### src/rtl/bc_game_controller.sv
// bc_game_controller: Bulls & Cows sequencer (LFSR secret, guess entry, scoring).
// Define BC_SHOW_SECRET_EN to expose the secret outside WON/LOST (debug build).
module bc_game_controller #(
    parameter int          MAX_TRIES = 10,
    parameter logic [15:0] LFSR_SEED = 16'hACE1
) (
    input  logic       clk,
    input  logic       rst,
    input  logic       start,
    input  logic       digit_valid,
    input  logic [3:0] digit_in,
    input  logic       clear,
    output logic [3:0] secret_number_0,
    output logic [3:0] secret_number_1,
    output logic [3:0] secret_number_2,
    output logic [3:0] secret_number_3,
    output logic [3:0] guessed_number_0,
    output logic [3:0] guessed_number_1,
    output logic [3:0] guessed_number_2,
    output logic [3:0] guessed_number_3,
    output logic [2:0] bulls,
    output logic [2:0] cows,
    output logic [3:0] tries,
    output logic       guess_ready,
    output logic       dup_err,
    output logic       game_won,
    output logic       game_lost
);
    typedef enum logic [2:0] {IDLE, GEN, ENTRY, SCORE, WON, LOST} state_t;

    localparam logic [15:0] SEED      = (LFSR_SEED == 16'h0000) ? 16'h0001 : LFSR_SEED;
    localparam logic [3:0]  TRIES_MAX = 4'(MAX_TRIES);

    state_t          state_q, state_d;
    logic [15:0]     lfsr_q, lfsr_d;
    logic [3:0][3:0] secret_q, secret_d;
    logic [3:0][3:0] guess_q, guess_d;
    logic [1:0]      idx_q, idx_d;
    logic [2:0]      bulls_q, bulls_d;
    logic [2:0]      cows_q, cows_d;
    logic [3:0]      tries_q, tries_d;
    logic            dup_q, dup_d;

    logic [3:0] cand;
    logic       cand_seen;
    logic       digit_seen;
    logic [2:0] bull_cnt;
    logic [2:0] cow_cnt;
    logic       show;

    assign cand = lfsr_q[3:0];

    // Duplicate checks only look at slots already typed in the current guess.
    always_comb begin
        cand_seen  = 1'b0;
        digit_seen = 1'b0;
        bull_cnt   = '0;
        cow_cnt    = '0;
        for (int i = 0; i < 4; i++) begin
            cand_seen  |= secret_q[i] == cand;
            digit_seen |= (2'(i) < idx_q) && (guess_q[i] == digit_in);
            bull_cnt   += 3'(guess_q[i] == secret_q[i]);
            for (int j = 0; j < 4; j++) begin
                cow_cnt += 3'((i != j) && (guess_q[i] == secret_q[j]));
            end
        end
    end

    always_comb begin
        state_d  = state_q;
        lfsr_d   = lfsr_q[0] ? ((lfsr_q >> 1) ^ 16'hB400) : (lfsr_q >> 1);
        secret_d = secret_q;
        guess_d  = guess_q;
        idx_d    = idx_q;
        bulls_d  = bulls_q;
        cows_d   = cows_q;
        tries_d  = tries_q;
        dup_d    = 1'b0;
        case (state_q)
            IDLE, WON, LOST: begin
                if (start) begin
                    state_d  = GEN;
                    secret_d = {4{4'hF}};
                    guess_d  = {4{4'hF}};
                    idx_d    = '0;
                    bulls_d  = '0;
                    cows_d   = '0;
                    tries_d  = '0;
                end
            end
            GEN: begin
                if (cand < 4'd10 && !cand_seen) begin
                    secret_d[idx_q] = cand;
                    idx_d           = idx_q + 2'd1;
                    state_d         = (idx_q == 2'd3) ? ENTRY : GEN;
                end
            end
            ENTRY: begin
                if (clear) begin
                    idx_d   = '0;
                    guess_d = {4{4'hF}};
                end else if (digit_valid && digit_in < 4'd10) begin
                    if (digit_seen) begin
                        dup_d = 1'b1;
                    end else begin
                        // The previous guess stays on the panel until the first new digit lands.
                        guess_d         = (idx_q == 2'd0) ? {4{4'hF}} : guess_q;
                        guess_d[idx_q]  = digit_in;
                        idx_d           = idx_q + 2'd1;
                        state_d         = (idx_q == 2'd3) ? SCORE : ENTRY;
                    end
                end
            end
            SCORE: begin
                bulls_d = bull_cnt;
                cows_d  = cow_cnt;
                tries_d = tries_q + 4'd1;
                idx_d   = '0;
                state_d = (bull_cnt == 3'd4) ? WON :
                          (tries_q + 4'd1 == TRIES_MAX) ? LOST : ENTRY;
            end
            default: state_d = IDLE;
        endcase
    end

    always_ff @(posedge clk or negedge rst) begin
        if (!rst) begin
            state_q  <= IDLE;
            lfsr_q   <= SEED;
            secret_q <= {4{4'hF}};
            guess_q  <= {4{4'hF}};
            idx_q    <= '0;
            bulls_q  <= '0;
            cows_q   <= '0;
            tries_q  <= '0;
            dup_q    <= 1'b0;
        end else begin
            state_q  <= state_d;
            lfsr_q   <= lfsr_d;
            secret_q <= secret_d;
            guess_q  <= guess_d;
            idx_q    <= idx_d;
            bulls_q  <= bulls_d;
            cows_q   <= cows_d;
            tries_q  <= tries_d;
            dup_q    <= dup_d;
        end
    end

`ifdef BC_SHOW_SECRET_EN
    assign show = 1'b1;
`else
    assign show = (state_q == WON) || (state_q == LOST);
`endif

    assign secret_number_0  = show ? secret_q[0] : 4'hF;
    assign secret_number_1  = show ? secret_q[1] : 4'hF;
    assign secret_number_2  = show ? secret_q[2] : 4'hF;
    assign secret_number_3  = show ? secret_q[3] : 4'hF;
    assign guessed_number_0 = guess_q[0];
    assign guessed_number_1 = guess_q[1];
    assign guessed_number_2 = guess_q[2];
    assign guessed_number_3 = guess_q[3];
    assign bulls            = bulls_q;
    assign cows             = cows_q;
    assign tries            = tries_q;
    assign dup_err          = dup_q;
    assign guess_ready      = state_q == ENTRY;
    assign game_won         = state_q == WON;
    assign game_lost        = state_q == LOST;
endmodule
### config.mk
export PLATFORM = sky130hd
export DESIGN_NAME = bc_game_controller
export DESIGN_NICKNAME = d
export VERILOG_FILES = /design/src/rtl/bc_game_controller.sv
export SDC_FILE = /design/constraint.sdc
export NUM_CORES = 1
export LEC_CHECK = 0
export ABC_AREA = 1
export BUFFER_PORTS_ARGS = -buffer_cell sky130_fd_sc_hd__buf_2
export CAP_MARGIN = 5
export CORE_AREA = 4 4 101 103
export DETAILED_ROUTE_END_ITERATION = 10
export DIE_AREA = 0 0 105 107
export GPL_TIMING_DRIVEN = 0
export PLACE_DENSITY = 0.69
export SETUP_SLACK_MARGIN = 0.4
export SLEW_MARGIN = 20
export SYNTH_ARGS = -nofsm -noshare
export SYNTH_HDL_FRONTEND = slang
export SYNTH_SLANG_ARGS = --single-unit
### constraint.sdc
create_clock -name clk -period 4.68 [get_ports clk]
set_input_delay 0.234 -clock clk [delete_from_list [all_inputs] [get_ports clk]]
set_output_delay 0.234 -clock clk [all_outputs]
set_load 0.05 [all_outputs]
==> metrics.md <==
| Metric | Value |
|---|---|
| Min-Delay Endpoint | guessed_number_0[0] |
| Initial drt markers | 355 |
| Final period utilization | between 80% and 90% |
| Final TNS setup | 0 ns |
| Core area | 9200 µm² |
| Pre-CTS setup slack | 0.368 ns |
| Hold Crit Start | digit_in[0] |
| Yosys warning total | 0 |
| RSZ-0062 raised after global routing | false |
| Syn_nets | 609 |
| Die height | 107 µm |
| Leak pwr | 2.50 nW |
| Placed insts | 746 |
| DRT Wirelength | ~12 mm |
| Clock power frac | 11.8% |
| Final Hold Vio Count | 0 |
| Overall Global Routing Usage | 22.3% |
| Int Pwr | 2.09 mW |
| Share of power burned in registers | a little over a fifth |
| Critical path class | reg -> reg |
| CTS max path bufs | 2 |
| Hpwl dp | 8.75 mm |
| Area growth, synth to finish | 14.6% |
| Combinational power share | 66.6% |
| Post-route cell area | 5180 µm² |
| Final ANT Viol Nets | 0 |
| Placed cell area | 4930 µm² |
| DIE WIDTH | 105 µm |
| Clk slew on worst S/H paths | 0.08 ns |
| Hold depth | 3 |
| Worst vdd ir | 0.000331 V |
| Vias in the first global route | 4029 |
| Fraction of layout cells with a size suffix above 1 | between 20% and 30% |
| Setup slack, reg-to-reg | 0.61 ns |
| GRT met1 Usage | 28.4% |
| Minimum clock period | 4.07 ns |
| Rows | 35 |
| I/O Pins | between 50 and 60 |
| Die area | 11200 µm² |
| DR vias | roughly 4000 |
| First-pass GRT wire length | slightly below 20 mm |
| Reg2reg start | secret_q[7] |
| Slew Limit Fails | 0 |
| Initial Util | 49.2% |
| CP arrival | approximately 4.3 ns |
| Drt pass-1 iters | 5 |
| Crit path from | secret_q[7] |
| Fin Clk Skew | 0.0111 ns |
| Post-route insts no fill | 763 |
| # setup viols final | 0 |
| Clock sinks | 64 |
| Switching Power | 2.15 mW |
| Input/output buffers | 53 |
| Multi-input gate area | between 2000 and 2500 µm² |
| Flops & latches, synth | 64 |
| Hold WC Path Type | in -> reg |
| Crit-path max FO | 7 |
| Post-synth cell types | 34 |
| DRC violations left | 0 |
| FF-to-FF End | cows[1] |
| Sw Share | about half |
| Filler cells | 881 |
| Clk_lat worst skew | 0.35 ns |
| Initial antenna violation count | 0 |
| CTS tree | yes |
| Max-slew headroom at the worst pin | 45.1% |
| H-tree levels | 3 |
| Maxcap violations | 0 |
| Tot Pwr | 4.24 mW |
| GR Layer Usage met2 | a little over a third |
| Hold slack final | 0.218 ns |
| FF+latch area | 1650 µm² |
| Mapped cell area | 4520 µm² |
| Largest net degree at the start of global routing | 65 |
| CTS root buf | clkbuf_8 |
| Setup Buffers After CTS | 0 |
| Status | finished, final reports clean |
| Achievable Freq | about 250 MHz |
| WL per Instance | 15.6 µm |
| Critical Path RT | ~5.0 ns |
| Via density | 5.28 |
| Worst Max-Slew Pin Slew | approximately 0.82 ns |
| Pwr Density | 818 nW/µm² |
| # nets final | 674 |
| Startpoint Class | flip-flop |
| Most frequent cells in the layout | 161 x nand2_1, 71 x buf_2, 66 x inv_1 |
| Placer Congestion | 0.942 |
| # diodes | 0 |
| Gr busiest metal | met2 |
| GRT overflow | 0 |
| Fin util | between 50% and 60% |
| M3 GR Usage | 6.02% |
| Final setup margin | 0.606 ns |
| Most common cell after layout, fill and taps aside | nand2_1 |
| Clock buffers created by TritonCTS | 9 |
| Synth Instances | slightly below 600 |
| Register area share after synthesis | 36.5% |
| R2R depth | 12 |
| CP Capture Type | flip-flop |
| Synth Area per Inst | 7.77 µm² |
[power groups by stage]
| stage | Combinational (mW) | Clock, mW | Sequential, mW |
|---|---|---|---|
| finish | 2.83 | 0.502 | 0.915 |
| global route | 3.14 | 0.535 | 0.939 |
| CTS | 2.79 | 0.514 | 0.913 |
| detailed placement | 2.76 | 0 | 0.921 |
| global placement | 2.70 | 0 | 0.916 |
| floorplan | 1.85 | 0 | 1.24 |
[flip-flops by register name (all words and copies together) (netlist names)]
| name | count |
|---|---|
| guessed_number_3 | 4 |
| lfsr_q | 16 |
| guessed_number_0 | 4 |
| idx_q | 2 |
| dup_err | 1 |
| tries | 4 |
| state_q | 3 |
| guessed_number_2 | 4 |
| secret_q | 16 |
| bulls | 3 |
| cows | 3 |
| guessed_number_1 | 4 |
[routing by layer]
metal	routed length (µm)	vias up	part of all wire (%)
li1	-	1962	-
met1	5250	1868	44
met2	5330	163	45
met3	881	33	7.4
met4	430	0	3.6
met5	0	-	0
[Yosys cell counts (all sizes together)]
cell,number,share of area [%]
xnor2,60,12
fa,8,3.5
nand2,163,14
or2,4,0.55
nor2,33,3.0
a21oi,21,2.6
o21a,1,0.17
buf,34,3.9
a221oi,2,0.39
ha,10,2.8
dfstp,40,23
o21ai,30,3.5
nand4,39,5.9
nand3,14,1.5
xor2,11,2.1
clkinv,2,0.17
dfrtp,24,13
a21boi,2,0.33
clkbuf,7,0.58
o21bai,1,0.41
inv,69,5.7
o22ai,7,0.97
[repair_timing]
item | in CTS | in global routing
hold endpoints to repair | 20 | 0
pin swaps | 0 | 3
gates resized for setup | 1 | 27
setup endpoints to repair | 2 | 2
hold buffers | 1 | 0
[area by class of cell]
| cell class | count | area share (%) |
|---|---|---|
| multi-input cells | 406 | 46.4 |
| clock buffers | 10 | 2.65 |
| repair buffers | 54 | 5.36 |
| clock inverters | 6 | 1.30 |
| flip-flops and latches | 64 | 31.9 |
| well taps | 111 | 2.68 |
| inverters | 71 | 5.14 |
| plain buffers | 41 | 4.66 |
[how the worst max path moves through the flow]
stage | cells after the start | to | slack, ns
floorplan | 12 | cows[1] | 0.46
global placement | 12 | cows[1] | 0.41
detailed placement | 12 | cows[1] | 0.37
CTS | 12 | cows[1] | 0.49
global route | 12 | cows[1] | 0.40
finish | 12 | cows[1] | 0.61
[cells by family (layout without fill, tap and decap cells)]
logic type,after synthesis,after routing,share of synthesized area [%]
and+or+nand+nor,253,253,24.8
buffers and inverters,112,182,10.3
xor gates and xnor gates,71,71,13.7
AOI/OAI and AO/OA,64,64,8.33
DFF,64,64,36.5
adders and majority gates,18,18,6.31
[worst max-delay path, stage by stage (launching register included)]
cell and delay (ns):
dfstp_2 0.52, buf_4 0.19, xnor2_1 0.15, nand4_1 0.15, fa_1 0.53, fa_1 0.57, fa_1 0.46, fa_1 0.56
inv_1 0.04, ha_1 0.18, inv_1 0.06, fa_1 0.42, o22ai_1 0.18
Power figures use the tool's default switching activity.
